<file path="config.mk">
export PLATFORM = sky130hd
export DESIGN_NAME = keyboard_event_ctrl
export DESIGN_NICKNAME = d
export VERILOG_FILES = /design/src/rtl/vga_pkg.sv /design/src/rtl/keyboard_event_fifo.sv /design/src/rtl/keyboard_event_ctrl.sv
export SDC_FILE = /design/constraint.sdc
export NUM_CORES = 1
export LEC_CHECK = 0
export ABC_AREA = 0
export CAP_MARGIN = 20
export CORE_UTILIZATION = 55
export CTS_CLUSTER_SIZE = 12
export DETAILED_ROUTE_END_ITERATION = 12
export HOLD_SLACK_MARGIN = 0.06
export MAX_ROUTING_LAYER = met4
export PLACE_DENSITY = 0.78
export SYNTH_ARGS = -nofsm -noshare
export SYNTH_HDL_FRONTEND = slang
export SYNTH_SLANG_ARGS = --single-unit
</file>
<file path="constraint.sdc">
create_clock -name clk -period 3.9 [get_ports clk]
set_clock_uncertainty 0.2 [all_clocks]
set_input_delay 0.78 -clock clk [delete_from_list [all_inputs] [get_ports clk]]
set_output_delay 0.78 -clock clk [all_outputs]
set_load 0.02 [all_outputs]
</file>
<file path="src/rtl/vga_pkg.sv">
// rtl/vga_pkg.sv - shared key codes, PS/2 scancode constants and keyboard event types
// Scancode decoders are used by keyboard_event_ctrl (KEYBOARD_EXT_EN selects the E0 decoder).
package vga_pkg;

  localparam logic [3:0] key_A   = 4'd0;
  localparam logic [3:0] key_S   = 4'd1;
  localparam logic [3:0] key_D   = 4'd2;
  localparam logic [3:0] key_W   = 4'd3;
  localparam logic [3:0] key_1   = 4'd4;
  localparam logic [3:0] key_2   = 4'd5;
  localparam logic [3:0] key_3   = 4'd6;
  localparam logic [3:0] key_4   = 4'd7;
  localparam logic [3:0] key_ESC = 4'd8;
  localparam int         KEY_NUM = 16;

  localparam logic [7:0] SC_BREAK = 8'hF0;
  localparam logic [7:0] SC_EXT   = 8'hE0;
  localparam logic [7:0] SC_A     = 8'h1C;
  localparam logic [7:0] SC_S     = 8'h1B;
  localparam logic [7:0] SC_D     = 8'h23;
  localparam logic [7:0] SC_W     = 8'h1D;
  localparam logic [7:0] SC_1     = 8'h16;
  localparam logic [7:0] SC_2     = 8'h1E;
  localparam logic [7:0] SC_3     = 8'h26;
  localparam logic [7:0] SC_4     = 8'h25;
  localparam logic [7:0] SC_ESC   = 8'h76;
  localparam logic [7:0] SC_LEFT  = 8'h6B;
  localparam logic [7:0] SC_RIGHT = 8'h74;
  localparam logic [7:0] SC_UP    = 8'h75;
  localparam logic [7:0] SC_DOWN  = 8'h72;

  typedef enum logic [1:0] {ST_IDLE, ST_BREAK, ST_EXT, ST_EXT_BREAK} kbd_state_t;

  typedef struct packed {
    logic [3:0] key;
    logic       press;
    logic       rpt;
  } key_event_t;

  localparam int EV_W = $bits(key_event_t);

  typedef struct packed {
    logic       hit;
    logic [3:0] key;
  } key_map_t;

  function automatic key_map_t sc_decode(input logic [7:0] sc);
    key_map_t m;
    m = '{hit: 1'b1, key: key_A};
    case (sc)
      SC_A:    m.key = key_A;
      SC_S:    m.key = key_S;
      SC_D:    m.key = key_D;
      SC_W:    m.key = key_W;
      SC_1:    m.key = key_1;
      SC_2:    m.key = key_2;
      SC_3:    m.key = key_3;
      SC_4:    m.key = key_4;
      SC_ESC:  m.key = key_ESC;
      default: m.hit = 1'b0;
    endcase
    return m;
  endfunction

  // Arrow keys after an E0 prefix alias onto the WASD codes.
  function automatic key_map_t sc_decode_ext(input logic [7:0] sc);
    key_map_t m;
    m = '{hit: 1'b1, key: key_A};
    case (sc)
      SC_UP:    m.key = key_W;
      SC_DOWN:  m.key = key_S;
      SC_LEFT:  m.key = key_A;
      SC_RIGHT: m.key = key_D;
      default:  m.hit = 1'b0;
    endcase
    return m;
  endfunction

endpackage

</file>
<file path="src/rtl/keyboard_event_fifo.sv">
// rtl/keyboard_event_fifo.sv - small synchronous FIFO holding key events
// A push while full is accepted only when a pop happens in the same cycle.
module keyboard_event_fifo
  import vga_pkg::*;
#(
  parameter int DEPTH = 4,
  parameter int W     = EV_W
) (
  input  logic         clk,
  input  logic         rst,
  input  logic         push_i,
  input  logic [W-1:0] din_i,
  input  logic         pop_i,
  output logic [W-1:0] dout_o,
  output logic         full_o,
  output logic         empty_o
);

  localparam int AW = $clog2(DEPTH);
  localparam int CW = AW + 1;

  logic [W-1:0]  mem_q [DEPTH];
  logic [AW-1:0] wr_q, rd_q;
  logic [CW-1:0] cnt_q;
  logic          do_push, do_pop;

  assign empty_o = (cnt_q == '0);
  assign full_o  = (cnt_q == CW'(DEPTH));
  assign do_pop  = pop_i && !empty_o;
  assign do_push = push_i && (!full_o || do_pop);
  assign dout_o  = mem_q[rd_q];

  always_ff @(posedge clk or posedge rst) begin
    if (rst) begin
      wr_q  <= '0;
      rd_q  <= '0;
      cnt_q <= '0;
    end else begin
      if (do_push) wr_q <= wr_q + 1'b1;
      if (do_pop)  rd_q <= rd_q + 1'b1;
      if (do_push && !do_pop)      cnt_q <= cnt_q + 1'b1;
      else if (do_pop && !do_push) cnt_q <= cnt_q - 1'b1;
    end
  end

  always_ff @(posedge clk) begin
    if (do_push) mem_q[wr_q] <= din_i;
  end

endmodule

</file>
<file path="src/rtl/keyboard_event_ctrl.sv">
// rtl/keyboard_event_ctrl.sv - PS/2 scancode parser, held-key bitmap, typematic repeat, event FIFO
// Define KEYBOARD_EXT_EN to parse E0-prefixed arrow keys as aliases of W/S/A/D.
module keyboard_event_ctrl
  import vga_pkg::*;
#(
  parameter int FIFO_DEPTH    = 4,
  parameter int REPEAT_DELAY  = 32_500_000,
  parameter int REPEAT_PERIOD = 6_500_000
) (
  input  logic        clk,
  input  logic        rst,
  input  logic        rx_done_tick,
  input  logic [7:0]  dout,
  input  logic        ev_ready,
  output logic        ev_valid,
  output logic [3:0]  ev_key,
  output logic        ev_press,
  output logic        ev_repeat,
  output logic [15:0] held,
  output logic        ovf
);

  localparam int RMAX = (REPEAT_DELAY > REPEAT_PERIOD) ? REPEAT_DELAY : REPEAT_PERIOD;
  localparam int RW   = $clog2(RMAX + 1);

  kbd_state_t    state_q, state_d;
  logic [15:0]   held_q, held_d;
  logic          armed_q, armed_d;
  logic [3:0]    rep_key_q, rep_key_d;
  logic [RW-1:0] rep_cnt_q, rep_cnt_d;
  logic          ovf_q, ovf_d;

  key_map_t      m;
  logic          act_make, act_break, byte_push, rep_fire;
  logic [3:0]    act_key;
  key_event_t    byte_ev, fifo_din, head;
  logic          fifo_push, fifo_pop, fifo_full, fifo_empty;

  assign m        = sc_decode(dout);
`ifdef KEYBOARD_EXT_EN
  key_map_t      mx;
  assign mx       = sc_decode_ext(dout);
`endif
  assign rep_fire = armed_q && (rep_cnt_q == '0);
  assign ev_valid = !fifo_empty;
  assign fifo_pop = ev_valid && ev_ready;

  always_comb begin
    state_d   = state_q;
    held_d    = held_q;
    armed_d   = armed_q;
    rep_key_d = rep_key_q;
    rep_cnt_d = rep_cnt_q;
    ovf_d     = ovf_q;
    act_make  = 1'b0;
    act_break = 1'b0;
    act_key   = '0;
    byte_push = 1'b0;
    byte_ev   = '0;

    if (armed_q) rep_cnt_d = rep_fire ? RW'(REPEAT_PERIOD - 1) : rep_cnt_q - 1'b1;

    if (rx_done_tick) begin
      case (state_q)
        ST_IDLE: begin
          if (dout == SC_BREAK) state_d = ST_BREAK;
`ifdef KEYBOARD_EXT_EN
          else if (dout == SC_EXT) state_d = ST_EXT;
`endif
          else begin
            act_make = m.hit;
            act_key  = m.key;
          end
        end
        ST_BREAK: begin
          state_d   = ST_IDLE;
          act_break = m.hit;
          act_key   = m.key;
        end
`ifdef KEYBOARD_EXT_EN
        ST_EXT: begin
          if (dout == SC_BREAK) state_d = ST_EXT_BREAK;
          else begin
            state_d  = ST_IDLE;
            act_make = mx.hit;
            act_key  = mx.key;
          end
        end
        ST_EXT_BREAK: begin
          state_d   = ST_IDLE;
          act_break = mx.hit;
          act_key   = mx.key;
        end
`endif
        default: state_d = ST_IDLE;
      endcase
    end

    // Keyboard typematic re-sends a make for a held key; only the first one counts.
    if (act_make && !held_q[act_key]) begin
      held_d[act_key] = 1'b1;
      byte_push       = 1'b1;
      byte_ev         = '{key: act_key, press: 1'b1, rpt: 1'b0};
      armed_d         = 1'b1;
      rep_key_d       = act_key;
      rep_cnt_d       = RW'(REPEAT_DELAY - 1);
    end
    if (act_break && held_q[act_key]) begin
      held_d[act_key] = 1'b0;
      byte_push       = 1'b1;
      byte_ev         = '{key: act_key, press: 1'b0, rpt: 1'b0};
      if (rep_key_q == act_key) armed_d = 1'b0;
    end

    if (byte_push && fifo_full && !fifo_pop) ovf_d = 1'b1;
  end

  // Byte events take the FIFO slot; a repeat tick only lands in an empty FIFO.
  assign fifo_push = byte_push || (rep_fire && fifo_empty);
  assign fifo_din  = byte_push ? byte_ev : '{key: rep_key_q, press: 1'b1, rpt: 1'b1};

  always_ff @(posedge clk or posedge rst) begin
    if (rst) begin
      state_q   <= ST_IDLE;
      held_q    <= '0;
      armed_q   <= 1'b0;
      rep_key_q <= '0;
      rep_cnt_q <= '0;
      ovf_q     <= 1'b0;
    end else begin
      state_q   <= state_d;
      held_q    <= held_d;
      armed_q   <= armed_d;
      rep_key_q <= rep_key_d;
      rep_cnt_q <= rep_cnt_d;
      ovf_q     <= ovf_d;
    end
  end

  keyboard_event_fifo #(
    .DEPTH(FIFO_DEPTH),
    .W    (EV_W)
  ) u_fifo (
    .clk    (clk),
    .rst    (rst),
    .push_i (fifo_push),
    .din_i  (fifo_din),
    .pop_i  (fifo_pop),
    .dout_o (head),
    .full_o (fifo_full),
    .empty_o(fifo_empty)
  );

  assign ev_key    = ev_valid ? head.key   : '0;
  assign ev_press  = ev_valid && head.press;
  assign ev_repeat = ev_valid && head.rpt;
  assign held      = held_q;
  assign ovf       = ovf_q;

endmodule

</file>
# ---- Yosys cells after proc, flatten, opt, wreduce, memory -nomap -nowiden
# Memories as Yosys holds them, arrays and structs flattened.
# Index checks and enable logic that the tools add are counted.
dict set report op_classes {
  add_sub_neg 5
  n_lt_le_gt_ge 2
  n_eq_ne 14
  mux 34
  bitwise 3
  reduce_logical 29
}
# operator n
set op_table {}
lappend op_table {{two-way mux 25 bit} 3}
lappend op_table {{== test 8 x 5 -> 1 bit (second input constant)} 5}
lappend op_table {{two-way mux 16 bit} 2}
lappend op_table {{case mux 4 bit (8 select lines)} 1}
lappend op_table {{logical NOT 25 bit} 1}
lappend op_table {{subtractor 25 x 1 -> 25 bit (second input constant)} 1}
lappend op_table {{== test 8 x 6 -> 1 bit (second input constant)} 3}
lappend op_table {{two-way mux 6 bit} 3}
lappend op_table {{bitwise AND 16 bit} 1}
lappend op_table {{inverter 16 bit} 1}
lappend op_table {{OR 16 bit} 1}
lappend op_table {{two-way mux 1 bit} 15}
lappend op_table {{logical AND 1 bit} 14}
lappend op_table {{two-way mux 4 bit} 3}
lappend op_table {{OR reduction 9 bit} 1}
lappend op_table {{== test 8 x 7 -> 1 bit (second input constant)} 1}
lappend op_table {{== test 8 bit (second input constant)} 1}
lappend op_table {{case mux 4 bit (2 select lines)} 1}
lappend op_table {{logical NOT 1 bit} 6}
lappend op_table {{two-way mux 3 bit} 2}
lappend op_table {{< comparator 4 x 5 -> 1 bit (second input constant)} 1}
lappend op_table {{adder 2 x 1 -> 2 bit (second input constant)} 2}
lappend op_table {{binary-select mux 1 bit (select 4 bit)} 1}
lappend op_table {{demux 1 bit (select 4 bit)} 1}
lappend op_table {{other kinds (13)} 16}
dict set report totals {
  register_bits 56
  ram_bits 24
  in_bits 12
  wordCells 97
  memories 1
}
# memory words width read_ports rd_ports_with_merged_regs write_ports line_no
set memory_table {}
lappend memory_table {u_fifo.mem_q 4 6 1 0 1 keyboard_event_fifo.sv:22} ;# logic [W-1:0] mem_q [DEPTH];

# ---- Longest topological paths before layout
# Gate-level depths: netlist (run 1).
dict set report logic_depth {
  ltp_word 17
  depth_mapped 16
}

# ---- Hierarchy
# Synthesis (run 1) repeated with hierarchy kept, for this count alone.
dict set report hier_totals {
  cells_unflattened 354
  hier_area_um2 4028.9
}
# mod n_inst cells_per_inst area_per_inst_um2 seq_area_each_um2
set by_module_without_submodules {}
lappend by_module_without_submodules {keyboard_event_ctrl 1 286 2718.9 1201.2}
lappend by_module_without_submodules {keyboard_event_fifo 1 68 1310.0 895.9}

# ---- Least setup slack after synthesis (run 1)
# No wires, ideal clock.
dict set report synth_path {
  kind {input port to flip-flop}
  from {input port dout[0]}
  to {register u_fifo.cnt_q[2]}
  setup_ns 0.079
  arrival_ns 3.729
  t_required_ns 3.621
  slack_ns -0.108
  cell_stages 14
  n_path_buf 1
  path_cell_list {buf_2 -> nand3b_4 -> or3_1 -> nor3_2 -> a21o_1 -> o32ai_4 -> or3_4 -> a31oi_4 -> ha_1 -> inv_1 -> fa_1 -> xor2_1 -> nor2_1 -> xor2_1}
}
dict set report synth_via {
  elab_chain_cells 16
  elab_cells_between_ends 35
  classes_between {eq/ne (10); mux (15); reduce/logical (10)}
}
# item line_no
set synth_rtl {}
lappend synth_rtl {{start: declaration} keyboard_event_ctrl.sv:13} ;# input logic [7:0] dout,
lappend synth_rtl {{== test 8 x 7 -> 1 bit, or another cell as far along} vga_pkg.sv:50} ;# case (sc)
lappend synth_rtl {{case mux 4 bit (8 select lines)} vga_pkg.sv:50}
lappend synth_rtl {{two-way mux 4 bit} keyboard_event_ctrl.sv:66} ;# if (dout == SC_BREAK) state_d = ST_BREAK;
lappend synth_rtl {{case mux 4 bit (2 select lines)} keyboard_event_ctrl.sv:64} ;# case (state_q)
lappend synth_rtl {{two-way mux 4 bit} keyboard_event_ctrl.sv:63} ;# if (rx_done_tick) begin
lappend synth_rtl {{binary-select mux 1 bit (select 4 bit)} {keyboard_event_ctrl.sv:100, keyboard_event_ctrl.sv:108}}
lappend synth_rtl {{two-way mux 1 bit (not written as such)} {keyboard_event_ctrl.sv:100, keyboard_event_ctrl.sv:108}}
lappend synth_rtl {{logical NOT 1 bit} keyboard_event_ctrl.sv:100} ;# if (act_make && !held_q[act_key]) begin
lappend synth_rtl {{logical AND 1 bit} keyboard_event_ctrl.sv:100}
lappend synth_rtl {{two-way mux 1 bit} keyboard_event_ctrl.sv:100}
lappend synth_rtl {{two-way mux 1 bit *} keyboard_event_ctrl.sv:108} ;# if (act_break && held_q[act_key]) begin
lappend synth_rtl {{logical OR 1 bit *} keyboard_event_ctrl.sv:119} ;# assign fifo_push = byte_push || (rep_fire && fifo_empty);
lappend synth_rtl {{logical AND 1 bit *} keyboard_event_fifo.sv:30} ;# assign do_push = push_i && (!full_o || do_pop);
lappend synth_rtl {{named net u_fifo.do_push} keyboard_event_fifo.sv:25} ;# logic do_push, do_pop;
lappend synth_rtl {{logical NOT 1 bit} keyboard_event_fifo.sv:42} ;# else if (do_pop && !do_push) cnt_q <= cnt_q - 1'b1;
lappend synth_rtl {{logical AND 1 bit} keyboard_event_fifo.sv:42}
lappend synth_rtl {{nonzero test 2 bit (no line)} --}
lappend synth_rtl {{end signal: assignment} keyboard_event_fifo.sv:41} ;# if (do_push && !do_pop) cnt_q <= cnt_q + 1'b1;
lappend synth_rtl {{end signal: assignment} keyboard_event_fifo.sv:42}
lappend synth_rtl {{end: declaration} keyboard_event_fifo.sv:24} ;# logic [CW-1:0] cnt_q;
# The timed path passes the listed nets; every way through them passes the cells marked *. The select of a mux whose other input is x is not followed.
# A chain may end at the register's enable or synchronous reset.

# ---- Worst setup path after layout (run 1)
dict set report layout_path {
  from {input port dout[7]}
  to {register u_fifo.cnt_q[2]}
}
# Same word-level chain as after synthesis.

==> flow_summary.yaml, run 1 <==
outcome:
  run_status: "complete, no violations"
worst_setup_path:
  regToRegStartpoint: "rep_cnt_q[17]"
  crit_fanout: 6
  data_required_critical_path_ns: 3.98
  cp_num_buf_inv: 4
  end_kind: "flip-flop"
  arrival_ns: 3.79
  slowest_delay_ns: 0.42
  worst_path_dominant_cell_family: "simple AND/OR/NAND/NOR gates"
  rr_endpoint: "u_fifo.cnt_q[2]"
  worst-r2r-cell-count: 13
  startpoint_type: "input pin"
  critPathLaunch: "dout[7]"
  path_class: "in -> reg"
  cpMaxStageDelayCell: "or3_4"
  cp_cell_sequence: "dlygate4sd2_1 > or2_4 > buf_4 > nor3_4 > buf_4 > a211o_1 > a21o_1 > o32ai_4 > or3_4 > a31oi_4 > ha_2 > inv_1 > fa_2 > xor2_1 > nor2_1 > xor2_1"
  crit_end: "u_fifo.cnt_q[2]"
  ff2ff_setup_slack_ns: 0.28
  instance_count_on_the_critical_path: 16
timing:
  slew_headroom_pct: 55.7
  least_margin_pin_slew_ns: 0.656
  hold_violations: 0
  grt_setup_unrepaired: "false"
  share_of_the_clock_period_used_by_the_worst_path_pct: 95.1
  finalMaxSlewViolations: 0
  tns_ns: 0
  fmaxAchievable_ghz: 0.270
  setup_viol: 0
  post-route-min-period_ns: 3.71
route:
  detailroute.via_count: 2939
  drt_pass1_iterations: 4
  via_per_inst: 5.44
  wl_mm: 8.16
  dr.first_iter.drc_count: 174
  wl_per_cell_um: 15.1
  antenna_violating_nets_remaining: 0
  drcViolationCount: 0
floorplan:
  floorplan.initialDensity_pct: 57.6
  design.core.area_sq_um: 6910
  floorplan.die_area_sq_um: 7580
  die_width_um: 87.0
  row_count: 30
  io_pins: 36
  fp.dieH_um: 87.0
power_and_ir_drop:
  design_power_total_mw: 2.22
  cellInternalPower_mw: 1.52
  comb_power_share_pct: 22.9
  power-per-cell-area_nw_per_um2: 438
  peakVddDrop_v: 0.000274
  cellLeakagePower_nw: 2.03
  share_seq_of_total_power_pct: 49.4
  power.switching_fraction_pct: 31.7
  clockPowerShare_pct: 27.7
  p_sw_mw: 0.704
logic_synthesis:
  top_reg_cell_synth: "dfrtp_1"
  synthSimpleGateAreaFrac_pct: 18.4
  syn_avg_cell_area_sq_um: 11.2
  syn-num-nets: 375
  cells_taking_the_most_area_after_synthesis: "dfrtp_1, edfxtp_1, xnor2_1"
  synth_top_family_by_area: "simple AND/OR/NAND/NOR gates"
  most_numerous_cell_in_the_yosys_netlist: "dfrtp_1"
  synth_xor_xnor_area_share_pct: 7.49
  share_of_the_synthesized_area_in_compound_gates_ao_oa_aoi_oai_pct: 10.9
  synthMuxAreaShare_pct: 4.50
  yosysWarningCount: 0
  synth_enable_flop_cells: 24
  flip_flop_and_latch_count_after_synthesis: 79
  synth_area_leader_cell: "dfrtp_1"
  yosysUniqueCellTypes: 62
  synth.cell_area_sq_um: 3980
  synth_commonest_cells: "dfrtp_1, nand2_1, nor2_1"
  synth_seq_area_share_pct: 52.7
  synth.top_cell.area_share_pct: 34.6
  synth_fa_ha_area_share_pct: 2.39
  synth-async-reset-ratio_pct: 69.6
  cell_count_after_synthesis: 356
grt:
  grt_max_degree: 31
  grt_use_total_pct: 25.1
  wire_length_of_the_first_global_routing_pass_mm: 14.0
  grt_pass1_vias: 2941
  global_route.overflow_total: 0
  number_of_antenna_violations_at_the_first_check_in_global_routing: 0
place:
  dpl.hpwl_mm: 6.07
  place_congestion: 0.881
  numPortBuffers: 35
clock_network:
  clk-insertion-delay-late_ns: 0.36
  tritoncts: "yes"
  clkSlewWorstSetupHoldPaths_ns: 0.09
  clockBufferDepth: 2
  cts_htree_levels: 3
  cts_root_buf: "clkbuf_8"
  clock-sinks: 79
  cts_made_buffers: 9
  cts.hold.buffers_added: 0
final_layout:
  final_nets: 458
  diodes: 0
  synthToLayoutAreaGrowth_pct: 27.6
  final_layout_size_suffix_gt1_share_pct: 26.6
job:
  cap_violations: 0
min_path:
  whs_path_depth: 0
  min-delay-path-class: "reg -> reg"
per-stage QoR:
step	instances	hold slack (ns)	utilization [%]	worst slack [ns]	area, sq um
final	540	0.180	73.5	0.193	5070
after global placement	515	0.164	68.9	-0.444	4760
after floorplan	356	0.244	-	0.000447	4020
after CTS	538	0.184	73.5	0.00568	5070
after detailed placement	516	0.164	69.2	-0.521	4780
after global routing	540	0.197	73.5	0.0290	5070
timing repair:
action,in CTS,in global routing
setup buffers,6,2
endpoints found under the setup margin,2,2
pin swaps,20,18
resized for setup,18,12
metal layers:
layer	vias up	track usage, %	routed length (um)
li1	1421	-	-
met1	1442	31.1	3600
met2	60	41.4	4130
met3	16	5.12	299
met4	0	7.88	140
met5	-	-	0
worst min-delay path by stage:
stage                          from               to  slack (ns)
CTS                         held[9]          held[9]        0.18
finish                      held[9]          held[9]        0.18
floorplan           u_fifo.cnt_q[2]  u_fifo.cnt_q[2]        0.24
global placement           held[10]         held[10]        0.16
detailed placement         held[11]         held[11]        0.16
global route               held[15]         held[15]        0.20
cells in the final DEF, fill, tap and decap left out, types with 10 or more instances in the layout:
cell type,n
a21oi_1,16
and2_1,11
buf_4,55
clkdlybuf4s50_1,27
dfrtp_1,55
edfxtp_1,24
inv_1,11
nand2_1,31
nor2_1,25
nor3_1,10
o21ai_1,11
xnor2_1,23
xor2_1,10
registers in the layout, summed over array words and instances (netlist names):
name,flops
state_q,1
rep_key_q,4
armed_q,1
u_fifo.rd_q,2
u_fifo.wr_q,2
u_fifo.mem_q,24
ovf,1
held,16
rep_cnt_q,25
u_fifo.cnt_q,3
power groups by stage:
stage          sequential [mW]  combinational, mW  clock, mW
3_5_place_dp              1.11              0.511          0
2_1_floorplan             1.05              0.381          0
3_3_place_gp              1.10              0.476          0
5_1_grt                   1.12              0.567      0.658
4_1_cts                   1.10              0.515      0.618
6_report                  1.10              0.508      0.615
layout make-up:
| cell class | count | area [sq um] |
|---|---|---|
| multi-input cells | 244 | 1830 |
| fillers | 476 | 1830 |
| flip-flops and latches | 79 | 2100 |
| clock buffers | 10 | 149 |
| clock inverters | 6 | 56.3 |
| well taps | 96 | 120 |
| repair buffers | 92 | 766 |
| inverters | 13 | 53.8 |
cell families after synthesis:
group / Yosys count
flip-flops: 79
multiplexers: 10
buffers and inverters: 33
XOR/XNOR: 34
AO/OA/AOI/OAI: 60
AND/OR/NAND/NOR: 133
adder cells (fa/ha/maj): 7
No activity file was read; power rests on OpenSTA's default activity.
==> run 2, diff against run 1 <==
--- a/config.mk
+++ b/config.mk
@@ -7,12 +7,12 @@
 export LEC_CHECK = 0
 export ABC_AREA = 0
 export CAP_MARGIN = 20
-export CORE_UTILIZATION = 55
-export CTS_CLUSTER_SIZE = 12
+export CORE_UTILIZATION = 57
+export CTS_CLUSTER_SIZE = 20
 export DETAILED_ROUTE_END_ITERATION = 12
 export HOLD_SLACK_MARGIN = 0.06
 export MAX_ROUTING_LAYER = met4
-export PLACE_DENSITY = 0.78
+export PLACE_DENSITY = 0.8
 export SYNTH_ARGS = -nofsm -noshare
 export SYNTH_HDL_FRONTEND = slang
 export SYNTH_SLANG_ARGS = --single-unit
==> run 2 against run 1 <==
Worst hold slack gained 0.0023 ns. Die area shrank 3.4%. Setup slack lost 0.097 ns. Cell count shrank 1.9%. Critical path depth shrank 1. Via count grew 1.9%. Combinational power is essentially flat. Total power grew 0.92%. Fmax shrank 2.6%.
==> flow_summary.yaml, run 2 (synthesized netlist as in run 1, its figures left out) <==
place:
  dpl.hpwl_mm: 5.82
  place_congestion: 0.855
  dp_worst_setup_slack_ns: -0.529
  detailed_place.area_sq_um: 4760
  numPortBuffers: 35
grt:
  grt_use_total_pct: 25.2
  global_route.usage.met2_pct: 39.7
  grt_max_degree: 27
  number_of_antenna_violations_at_the_first_check_in_global_routing: 0
  grt_pass1_vias: 2971
  grt_most_used_layer: "met2"
  global_route_met3_usage_pct: 4.72
  wire_length_of_the_first_global_routing_pass_mm: 13.8
  global_route.overflow_total: 0
  gr-usage-met1_pct: 32.0
route:
  antenna_violating_nets_remaining: 0
  drcViolationCount: 0
  via_per_inst: 5.65
  wl_mm: 8.30
  dr.first_iter.drc_count: 135
  detailroute.via_count: 2995
  drt_pass1_iterations: 5
  wl_per_cell_um: 15.7
clock_network:
  cts_made_buffers: 9
  tritoncts: "yes"
  clkSlewWorstSetupHoldPaths_ns: 0.10
  cts_root_buf: "clkbuf_8"
  clockBufferDepth: 2
  clk-insertion-delay-late_ns: 0.36
  cts_htree_levels: 3
  clock-sinks: 79
worst_setup_path:
  startpoint_type: "input pin"
  data_required_critical_path_ns: 3.95
  slowest_delay_ns: 0.46
  path_class: "in -> reg"
  crit_fanout: 7
  worst_path_dominant_cell_family: "simple AND/OR/NAND/NOR gates"
  arrival_ns: 3.85
  cpMaxStageDelayCell: "or3b_4"
  end_kind: "flip-flop"
  cp_num_buf_inv: 3
  critical_path.most_common_cell: "xor2_1"
  cp_cell_sequence: "dlygate4sd2_1 > or3b_4 > nor3_4 > a21o_1 > nand2_2 > o32ai_4 > o21ba_2 > inv_6 > a31oi_4 > ha_4 > inv_2 > fa_2 > xor2_1 > nor2_1 > xor2_1"
final_layout:
  final_nets: 464
  final_layout_size_suffix_gt1_share_pct: 27.3
  layout.cells.most_common_list: "buf_4, dfrtp_1, nand2_1"
  largest_register: "rep_cnt_q"
  largest_register_ffs: 25
  final_design_area_no_fill_sq_um: 5150
  synthToLayoutAreaGrowth_pct: 29.5
  final_common_cell: "buf_4"
  diodes: 0
  fillerInstances: 441
floorplan:
  io_pins: 36
  floorplan.die_area_sq_um: 7320
  fp.dieH_um: 85.5
  floorplan.initialDensity_pct: 58.9
  design.core.area_sq_um: 6760
  row_count: 30
  die_width_um: 85.5
power_and_ir_drop:
  cellLeakagePower_nw: 2.07
  peakVddDrop_v: 0.000245
  power-per-cell-area_nw_per_um2: 435
  design_power_total_mw: 2.24
timing:
  least_margin_pin_slew_ns: 0.700
  post-route-min-period_ns: 3.80
  finalMaxSlewViolations: 0
  setup_viol: 0
  share_of_the_clock_period_used_by_the_worst_path_pct: 97.5
  slew_headroom_pct: 52.7
  setup_ws_ns: 0.0957
  hold_violations: 0
  fmaxAchievable_ghz: 0.263
job:
  cap_violations: 0
min_path:
  min-delay-path-class: "reg -> reg"
outcome:
  run_status: "complete, no violations"
==> run 2: where the power goes <==
group	leakage, nW	total [mW]	switching [mW]	internal [mW]
Sequential	0.904	1.09	0.137	0.955
Clock	0.104	0.638	0.330	0.309
Combinational	1.06	0.511	0.228	0.284
==> run 2: metal layers <==
| metal | wire, um | vias to the layer above | share of wire (%) |
|---|---|---|---|
| li1 | - | 1430 | - |
| met1 | 3690 | 1464 | 44 |
| met2 | 4070 | 78 | 49 |
| met3 | 333 | 23 | 4.0 |
| met4 | 214 | 0 | 2.6 |
| met5 | 0 | - | 0 |
==> run 2: worst paths after layout <==
kind / from / to / slack, ns / cells past startpoint
max reg2reg: rep_cnt_q[16] / u_fifo.cnt_q[2] / 0.33 / 13
min reg2reg: held[14] / held[14] / 0.18 / 0
min in group asynchronous: rst / held[11] / 0.57 / 2
min: held[14] / held[14] / 0.18 / 0
max in group asynchronous: rst / u_fifo.wr_q[0] / 2.27 / 3
max: dout[4] / u_fifo.cnt_q[2] / 0.1 / 15
==> run 2: timing repair <==
item                       in CTS  in global routing
setup endpoints to repair       2                  2
gates resized for setup        20                  7
pin swaps                      15                 17
hold buffers                    0                  0
buffers inserted                8                  4
==> run 2: stage by stage <==
stage          setup TNS [ns]  std cells  util (%)  hold slack [ns]
5_1_grt               -0.0308        530      76.2            0.200
3_5_place_dp            -7.14        502      70.5            0.164
6_report                    0        530      76.2            0.182
3_3_place_gp            -4.84        502      70.5            0.164
4_1_cts                     0        526      75.5            0.186
2_1_floorplan               0        356         -            0.244
==> run 2: cell type report <==
cell class	count	area, sq um	area share, %
flip-flops and latches	79	2100	40.7
multi-input cells	244	1860	36.1
repair buffers	98	830	16.1
clock buffers	9	124	2.41
well taps	80	100	1.94
clock inverters	7	88.8	1.72
inverters	13	53.8	1.04
==> run 3, diff against run 2 <==
--- a/config.mk
+++ b/config.mk
@@ -13,6 +13,7 @@
 export HOLD_SLACK_MARGIN = 0.06
 export MAX_ROUTING_LAYER = met4
 export PLACE_DENSITY = 0.8
+export REMOVE_ABC_BUFFERS = 1
 export SYNTH_ARGS = -nofsm -noshare
 export SYNTH_HDL_FRONTEND = slang
 export SYNTH_SLANG_ARGS = --single-unit
==> run 3 against run 2 <==
First-iteration DRC count up 56%. Utilization down 2.3 points. Via count down 1.0%. Combinational power down 1%. Total power up 3.3%. Die area unchanged. Critical path type unchanged. Sequential cell count unchanged. Wire length up 4.4%. Critical path depth down 1. Clock power up 11%.
==> flow_summary.yaml, run 3 (synthesized netlist as in run 1, its figures left out) <==
power_and_ir_drop:
  design_power_total_mw: 2.31
  power-per-cell-area_nw_per_um2: 463
  cellLeakagePower_nw: 1.99
  peakVddDrop_v: 0.000286
worst_setup_path:
  regToRegStartpoint: "rep_cnt_q[17]"
  startpoint_type: "input pin"
  worst-r2r-cell-count: 13
  cpMaxStageDelayCell: "or4b_4"
  ff2ff_setup_slack_ns: 0.24
  crit_fanout: 4
  data_required_critical_path_ns: 3.98
  end_kind: "flip-flop"
  slowest_delay_ns: 0.53
  arrival_ns: 3.92
  critical_path.most_common_cell: "xor2_1"
  worst_path_dominant_cell_family: "simple AND/OR/NAND/NOR gates"
  cp_cell_sequence: "dlygate4sd2_1 > or2_1 > or4b_4 > o221a_1 > a22oi_2 > o31ai_2 > or3_4 > a31oi_4 > ha_4 > inv_1 > fa_2 > xor2_1 > nor2_1 > xor2_1"
  path_class: "in -> reg"
  rr_endpoint: "u_fifo.cnt_q[2]"
  instance_count_on_the_critical_path: 14
  cp_num_buf_inv: 2
timing:
  finalMaxSlewViolations: 0
  setup_viol: 0
  slew_headroom_pct: 54.6
  worst_hold_slack_ns: 0.179
  tns_ns: 0
  least_margin_pin_slew_ns: 0.671
  setup_ws_ns: 0.0623
  hold_violations: 0
  fmaxAchievable_ghz: 0.261
  post-route-min-period_ns: 3.84
  share_of_the_clock_period_used_by_the_worst_path_pct: 98.4
clock_network:
  cts_made_buffers: 9
  clk-insertion-delay-late_ns: 0.35
  cts.hold.buffers_added: 0
  cts_htree_levels: 3
  clkSlewWorstSetupHoldPaths_ns: 0.08
  cts_root_buf: "clkbuf_8"
  clock-sinks: 79
  tritoncts: "yes"
  clockBufferDepth: 2
grt:
  grt_use_total_pct: 26.2
  grt_max_degree: 29
  wire_length_of_the_first_global_routing_pass_mm: 14.2
  global_route.overflow_total: 0
  grt_pass1_vias: 3035
  number_of_antenna_violations_at_the_first_check_in_global_routing: 0
place:
  numPortBuffers: 35
  dpl.hpwl_mm: 5.92
  place_congestion: 0.868
  detailed_place.area_sq_um: 4650
  dp_worst_setup_slack_ns: -0.632
  placedCellCount: 491
floorplan:
  floorplan.die_area_sq_um: 7320
  io_pins: 36
  die_width_um: 85.5
  fp.dieH_um: 85.5
  floorplan.initialDensity_pct: 58.9
  row_count: 30
  design.core.area_sq_um: 6760
route:
  drt_pass1_iterations: 4
  detailroute.via_count: 2964
  drcViolationCount: 0
  wl_per_cell_um: 16.9
  wl_mm: 8.67
  via_per_inst: 5.77
  dr.first_iter.drc_count: 210
  antenna_violating_nets_remaining: 0
final_layout:
  synthToLayoutAreaGrowth_pct: 25.6
  fin_util_pct: 73.9
  diodes: 0
  final_nets: 448
  layout.cells.most_common_list: "dfrtp_1, buf_4, nand2_1"
  final_common_cell: "dfrtp_1"
  final_layout_size_suffix_gt1_share_pct: 23.3
  final_design_area_no_fill_sq_um: 4990
  largest_register_ffs: 25
  largest_register: "rep_cnt_q"
  fin_cells: 514
min_path:
  whs_path_depth: 0
  timing.hold.worst_endpoint: "held[11]"
  hold_path.startpoint: "held[11]"
  min-delay-path-class: "reg -> reg"
job:
  cap_violations: 0
outcome:
  run_status: "complete, no violations"
==> run 3: area by class of cell <==
| type | count | area (sq um) |
|---|---|---|
| clock buffers | 10 | 149 |
| clock inverters | 6 | 90.1 |
| fillers | 444 | 1760 |
| inverters | 13 | 51.3 |
| multi-input cells | 244 | 1810 |
| flip-flops and latches | 79 | 2100 |
| well taps | 80 | 100 |
| repair buffers | 82 | 698 |
==> run 3: worst max-delay path by stage <==
stage                     startpoint         endpoint  slack (ns)
after floorplan              dout[3]  u_fifo.cnt_q[2]       -0.20
after global routing         dout[5]  u_fifo.cnt_q[2]       -0.03
after detailed placement     dout[2]  u_fifo.cnt_q[2]       -0.63
after CTS                    dout[1]  u_fifo.cnt_q[2]        0.02
after global placement       dout[2]  u_fifo.cnt_q[2]       -0.52
final                        dout[3]  u_fifo.cnt_q[2]        0.06
==> run 3: routing by layer <==
metal	GRT usage, %	vias up	share of wire (%)
met4	9.09	0	2.2
li1	-	1402	-
met2	42.8	91	51
met3	5.58	18	3.7
met5	-	-	0
met1	32.5	1453	43
==> run 3: report_power, final <==
group	internal [mW]	total, mW	leakage (nW)	switching, mW
Clock	0.402	0.708	0.118	0.307
Combinational	0.272	0.504	0.970	0.232
Sequential	0.955	1.10	0.904	0.147
==> run 3: repair_timing <==
action                                  in CTS  in global routing
resized for setup                           22                  5
endpoints found under the setup margin      10                  2
pin swaps                                   14                  5
setup buffers                                6                  1
